<file path="config.mk">
export PLATFORM = sky130hd
export DESIGN_NAME = hazard_ctrl_unit
export DESIGN_NICKNAME = d
export VERILOG_FILES = /design/src/rtl/hazard_ctrl_unit.sv
export SDC_FILE = /design/constraint.sdc
export NUM_CORES = 1
export LEC_CHECK = 0
export BUFFER_PORTS_ARGS = -buffer_cell sky130_fd_sc_hd__buf_4
export CAP_MARGIN = 10
export CORE_MARGIN = 1
export CORE_UTILIZATION = 37
export DETAILED_ROUTE_END_ITERATION = 8
export PLACE_DENSITY = 0.84
export SYNTH_ARGS = -nofsm -noshare
export SYNTH_HDL_FRONTEND = slang
export SYNTH_SLANG_ARGS = --single-unit
</file>
<file path="constraint.sdc">
create_clock -name i_clk -period 2.28 [get_ports i_clk]
set_input_delay 0.228 -clock i_clk [delete_from_list [all_inputs] [get_ports i_clk]]
set_output_delay 0.228 -clock i_clk [all_outputs]
set_load 0.01 [all_outputs]
</file>
<file path="src/rtl/hazard_ctrl_unit.sv">
// Pipeline hazard controller: load-use bubbles, redirect flushes and LSU wait stalls,
// plus forwarding flags, a sticky LSU-timeout flag and a saturating stall-cycle counter.
module hazard_ctrl_unit #(
  parameter logic [1:0] WB_SEL_LOAD  = 2'd1,
  parameter int         MAX_MEM_WAIT = 16,
  parameter int         CNT_W        = 16,
  localparam int        WAIT_W       = $clog2(MAX_MEM_WAIT + 1)
) (
  input  logic              i_clk,
  input  logic              i_reset_n,
  input  logic [31:0]       ID_i_inst,
  input  logic              ID_i_rs1_used,
  input  logic              ID_i_rs2_used,
  input  logic [31:0]       EX_i_inst,
  input  logic              EX_i_reg_wren,
  input  logic [1:0]        EX_i_wb_sel,
  input  logic              EX_i_pc_sel,
  input  logic [31:0]       MEM_i_inst,
  input  logic              MEM_i_reg_wren,
  input  logic              i_lsu_busy,
  output logic              o_pc_stall,
  output logic              o_ifid_stall,
  output logic              o_ifid_flush,
  output logic              o_idex_stall,
  output logic              o_idex_flush,
  output logic              o_exmem_stall,
  output logic              ID_o_rs1_hazard_on,
  output logic              ID_o_rs2_hazard_on,
  output logic              o_mem_timeout,
  output logic [CNT_W-1:0]  o_stall_cycles,
  output logic              o_dbg_state,
  output logic [WAIT_W-1:0] o_dbg_wait_cnt
);

  typedef enum logic {
    RUN      = 1'b0,
    MEM_WAIT = 1'b1
  } state_t;

  localparam logic [WAIT_W-1:0] WAIT_MAX    = WAIT_W'(MAX_MEM_WAIT);
  localparam logic [WAIT_W-1:0] WAIT_MAX_M1 = WAIT_W'(MAX_MEM_WAIT - 1);
  localparam logic [WAIT_W-1:0] WAIT_ONE    = WAIT_W'(1);
  localparam logic [CNT_W-1:0]  CNT_ONE     = CNT_W'(1);

  state_t            state;
  logic [WAIT_W-1:0] wait_cnt;

  logic [4:0] id_rs1;
  logic [4:0] id_rs2;
  logic [4:0] ex_rd;
  logic [4:0] mem_rd;

  logic rs1_ex;
  logic rs2_ex;
  logic rs1_mem;
  logic rs2_mem;
  logic load_use;

  assign id_rs1 = ID_i_inst[19:15];
  assign id_rs2 = ID_i_inst[24:20];
  assign ex_rd  = EX_i_inst[11:7];
  assign mem_rd = MEM_i_inst[11:7];

  // x0 is hard-wired zero, so a write to it never creates a dependency.
  assign rs1_ex  = ID_i_rs1_used & (id_rs1 != 5'd0) & EX_i_reg_wren  & (ex_rd  == id_rs1);
  assign rs2_ex  = ID_i_rs2_used & (id_rs2 != 5'd0) & EX_i_reg_wren  & (ex_rd  == id_rs2);
  assign rs1_mem = ID_i_rs1_used & (id_rs1 != 5'd0) & MEM_i_reg_wren & (mem_rd == id_rs1);
  assign rs2_mem = ID_i_rs2_used & (id_rs2 != 5'd0) & MEM_i_reg_wren & (mem_rd == id_rs2);

  assign load_use = (rs1_ex | rs2_ex) & (EX_i_wb_sel == WB_SEL_LOAD);

  // LSU wait outranks a redirect (the redirect is replayed once the LSU frees up);
  // a redirect outranks load-use because the dependent ID instruction is squashed anyway.
  always_comb begin
    o_pc_stall         = 1'b0;
    o_ifid_stall       = 1'b0;
    o_ifid_flush       = 1'b0;
    o_idex_stall       = 1'b0;
    o_idex_flush       = 1'b0;
    o_exmem_stall      = 1'b0;
    ID_o_rs1_hazard_on = 1'b0;
    ID_o_rs2_hazard_on = 1'b0;
    if (i_reset_n) begin
      ID_o_rs1_hazard_on = rs1_ex | rs1_mem;
      ID_o_rs2_hazard_on = rs2_ex | rs2_mem;
      if (i_lsu_busy) begin
        o_pc_stall    = 1'b1;
        o_ifid_stall  = 1'b1;
        o_idex_stall  = 1'b1;
        o_exmem_stall = 1'b1;
      end else if (EX_i_pc_sel) begin
        o_ifid_flush  = 1'b1;
        o_idex_flush  = 1'b1;
      end else if (load_use) begin
        o_pc_stall    = 1'b1;
        o_ifid_stall  = 1'b1;
        o_idex_flush  = 1'b1;
      end
    end
  end

  // LSU wait tracker: counts consecutive busy cycles and latches a sticky timeout.
  always_ff @(posedge i_clk or negedge i_reset_n) begin
    if (!i_reset_n) begin
      state         <= RUN;
      wait_cnt      <= '0;
      o_mem_timeout <= 1'b0;
    end else begin
      case (state)
        RUN: begin
          if (i_lsu_busy) begin
            state    <= MEM_WAIT;
            wait_cnt <= WAIT_ONE;
          end
        end
        MEM_WAIT: begin
          if (i_lsu_busy) begin
            if (wait_cnt != WAIT_MAX) begin
              wait_cnt <= wait_cnt + WAIT_ONE;
              if (wait_cnt == WAIT_MAX_M1) begin
                o_mem_timeout <= 1'b1;
              end
            end
          end else begin
            state    <= RUN;
            wait_cnt <= '0;
          end
        end
        default: begin
          state    <= RUN;
          wait_cnt <= '0;
        end
      endcase
    end
  end

  always_ff @(posedge i_clk or negedge i_reset_n) begin
    if (!i_reset_n) begin
      o_stall_cycles <= '0;
    end else if (o_pc_stall && (o_stall_cycles != {CNT_W{1'b1}})) begin
      o_stall_cycles <= o_stall_cycles + CNT_ONE;
    end
  end

  assign o_dbg_state    = state;
  assign o_dbg_wait_cnt = wait_cnt;

endmodule

</file>
==> flow_summary.ini <==
[worst_setup_path]
crit_path_end_kind = output port
timing.rr.start = o_stall_cycles[8]$_DFFE_PN0P_
reg2reg_to = o_stall_cycles[11]$_DFFE_PN0P_
critPathLaunch = EX_i_inst[11]
required_ns = 2.05
crit_top_cell = buf_4
start_kind = primary input
critical_path_arrival_ns = 1.81
r2r_cells = 8
slowest_stage = nor4_1
slowest_delay_ns = 0.33
crit_fanout = 2
r2r_slack_ns = 0.33
worstSetupPathType = in -> out
path_cells = buf_4 -> xor2_1 -> nor4_1 -> nand4_1 -> buf_4 -> a21oi_1 -> nand3b_1 -> nand2_1 -> buf_4

[clock_tree]
cts_resized = 0
numCtsBuffers = 3
cts_setup_buffers = 0
clk_pin_slew_worst_paths_ns = 0.08
clk_latency_ns = 0.26
cts.sink_count = 23
clockRootBuffer = clkbuf_8
tritoncts = built
cts_buffer_depth = 2
htreeDepth = 1

[global_route]
grt_pass1_wl_um = 6480
track_usage_pct = 19.4
grt_max_degree = 25
grt_pass1_vias = 1457
grt_overflow = 0
antenna_found_initial = 0

[route]
via_per_inst = 5.23
drt-initial-drc-count = 117
vias = 1464
firstDrtPassIters = 4
routed_wl_um = 3900
ant_nets = 0
wl_per_cell_um = 13.9
drc = 0

[power]
p_per_area_mw_per_mm2 = 546
total_power_mw = 1.16
p_leak_nw = 1.06
max-vdd-ir-drop_v = 0.000430

[yosys]
synthTopCellsByArea = dfrtp_1 (38%), xor2_1 (15%), xnor2_1 (4.6%)
synthesis.nets = 273
synth_seq_cells = 23
yosys.area.top_type = dfrtp_1
synth-simple-area-share_pct = 25.3
synth-async-reset-ratio_pct = 100
synthXorXnorAreaFrac_pct = 19.7
synthAdderAreaFrac_pct = 3.31
ys.flop_type = dfrtp_1
synth_cell_types = 35
synth_area_per_cell_um2 = 9.28
yosysSeqAreaShare_pct = 38.0
synth_top_family_by_area = simple AND/OR/NAND/NOR gates
synthCells = 163
synth_top_area_share_pct = 38.0
synth-compound-area-share_pct = 8.35
yosysWarnings = 0
syn_area_mm2 = 0.00151
synth_mux_area_share_pct = 2.23
synth_edf_count = 0

[layout]
drive_gt1_share_pct = 34.5
finalNonFillerCells = 280
diodes = 0
postLayoutCoreUtil_pct = 56.0
finalInstanceArea_mm2 = 0.00213
nets = 343
syn_to_final_growth_pct = 40.6

[floorplan]
pin_count = 137
rows = 22
die_area_mm2 = 0.00435
initial_utilization_pct = 39.8
core-area_mm2 = 0.00380
die_x_um = 65.9
die_y_um = 65.9

[run]
maxCapViolCount = 0

[timing]
post-route-min-period_ns = 2.04
setup_violations = 0
hold_ws_ns = 0.137
slew_headroom_pct = 67.3
rsz0062_at_grt = no
tightest_slew_ns = 0.484
slew_violations = 0
final_hold_viol_count = 0
tns_ns = 0
setup_slack_ns = 0.241
finalCritPeriodShare_pct = 89.4
fmax_mhz = 491
clock_skew_ns = 0.00566

[worst_hold_path]
worstHoldStart = i_lsu_busy
holdPathEnd = o_dbg_state$_DFF_PN0_
hold_depth = 1
hold_class = in -> reg

[status]
status = finished clean

[place]
dpl-instance-area_mm2 = 0.00207
gp_congestion = 0.818
hpwl_um = 3090
placedCellCount = 275
io_buffer_count = 60
place_ws_ns = 0.0277
## placed cells by master, fill, tap and decap left out, drive strengths merged, types with 2 or more instances in the layout
cell and instances:
buf 68, xor2 26, dfrtp 23, nand2 17, nor2 14, nand3 11, o21ai 9, xnor2 8
inv 6, a21oi 5, nor3 5, nor4 5, nand4 4, and3 4, ha 4, clkbuf 4
mux2 3, nor3b 2, nand4b 2
## kinds of logic (layout without fill, tap and decap cells)
| family | Yosys count | in the layout |
|---|---|---|
| AOI/OAI and AO/OA | 18 | 18 |
| xor gates and xnor gates | 34 | 34 |
| adders and majority gates | 4 | 4 |
| buffers and inverters | 10 | 79 |
| DFF | 23 | 23 |
| muxes | 3 | 3 |
| and+or+nand+nor | 71 | 71 |
## synthesized netlist by cell type (2+ instances only)
cell type and n:
ha_1 4, xor2_1 26, dfrtp_1 23, a21oi_1 5
and3_1 4, nor2_1 14, nand3_1 11, nor3_1 4
xnor2_1 8, nand4_1 4, inv_1 6, o21ai_0 8
nand2_1 17, buf_4 2, mux2_2 3, nor4_1 4
nor3b_1 2
## layer usage
metal	part of all wire (%)	routed length (um)	up-vias	global-route usage, %
met5	0	0	-	0
met4	0.36	14	0	3.19
met3	9.1	355	2	3.45
met2	47	1820	63	35.3
met1	44	1710	695	23.8
li1	-	-	704	-
## how the worst max path moves through the flow
stage | endpoint | slack, ns | depth (start not counted)
2_1_floorplan | o_stall_cycles[8]$_DFFE_PN0P_ | 0.35 | 8
3_3_place_gp | o_stall_cycles[11]$_DFFE_PN0P_ | 0.05 | 9
3_5_place_dp | o_stall_cycles[11]$_DFFE_PN0P_ | 0.03 | 9
4_1_cts | o_ifid_stall | 0.24 | 9
5_1_grt | o_stall_cycles[7]$_DFFE_PN0P_ | 0.12 | 9
6_report | o_ifid_stall | 0.24 | 9
## repair_timing
item / 4_1_cts / 5_1_grt
endpoints found under the setup margin: 0 / 0
hold buffers: 1 / 0
endpoints found under the hold margin: 23 / 0
## final cells by class
class,instances,area (um2)
fill,357,1670
multi-input combinational,130,891
sequential,23,576
timing repair buffer,69,533
tap,48,60.1
clock buffer,4,45.0
inverter,6,22.5
## where the power goes
part	leakage [nW]	total, mW	switching (mW)	internal [mW]
clock network	0.0228	0.256	0.131	0.125
logic	0.733	0.365	0.171	0.194
registers	0.306	0.541	0.0796	0.462
total	1.06	1.16	0.382	0.781
## state kept, by name, indices dropped and copies added, names as in the netlist
name	flops
o_dbg_wait_cnt	5
o_dbg_state	1
o_mem_timeout	1
o_stall_cycles	16
## worst max-delay path, delay by kind of cell
family,cells,cell delay [ns]
xor gates and xnor gates,1,0.15
AOI/OAI and AO/OA,1,0.17
and+or+nand+nor,4,0.81
buffers and inverters,3,0.46
No activity file was read; power rests on OpenSTA's default activity.
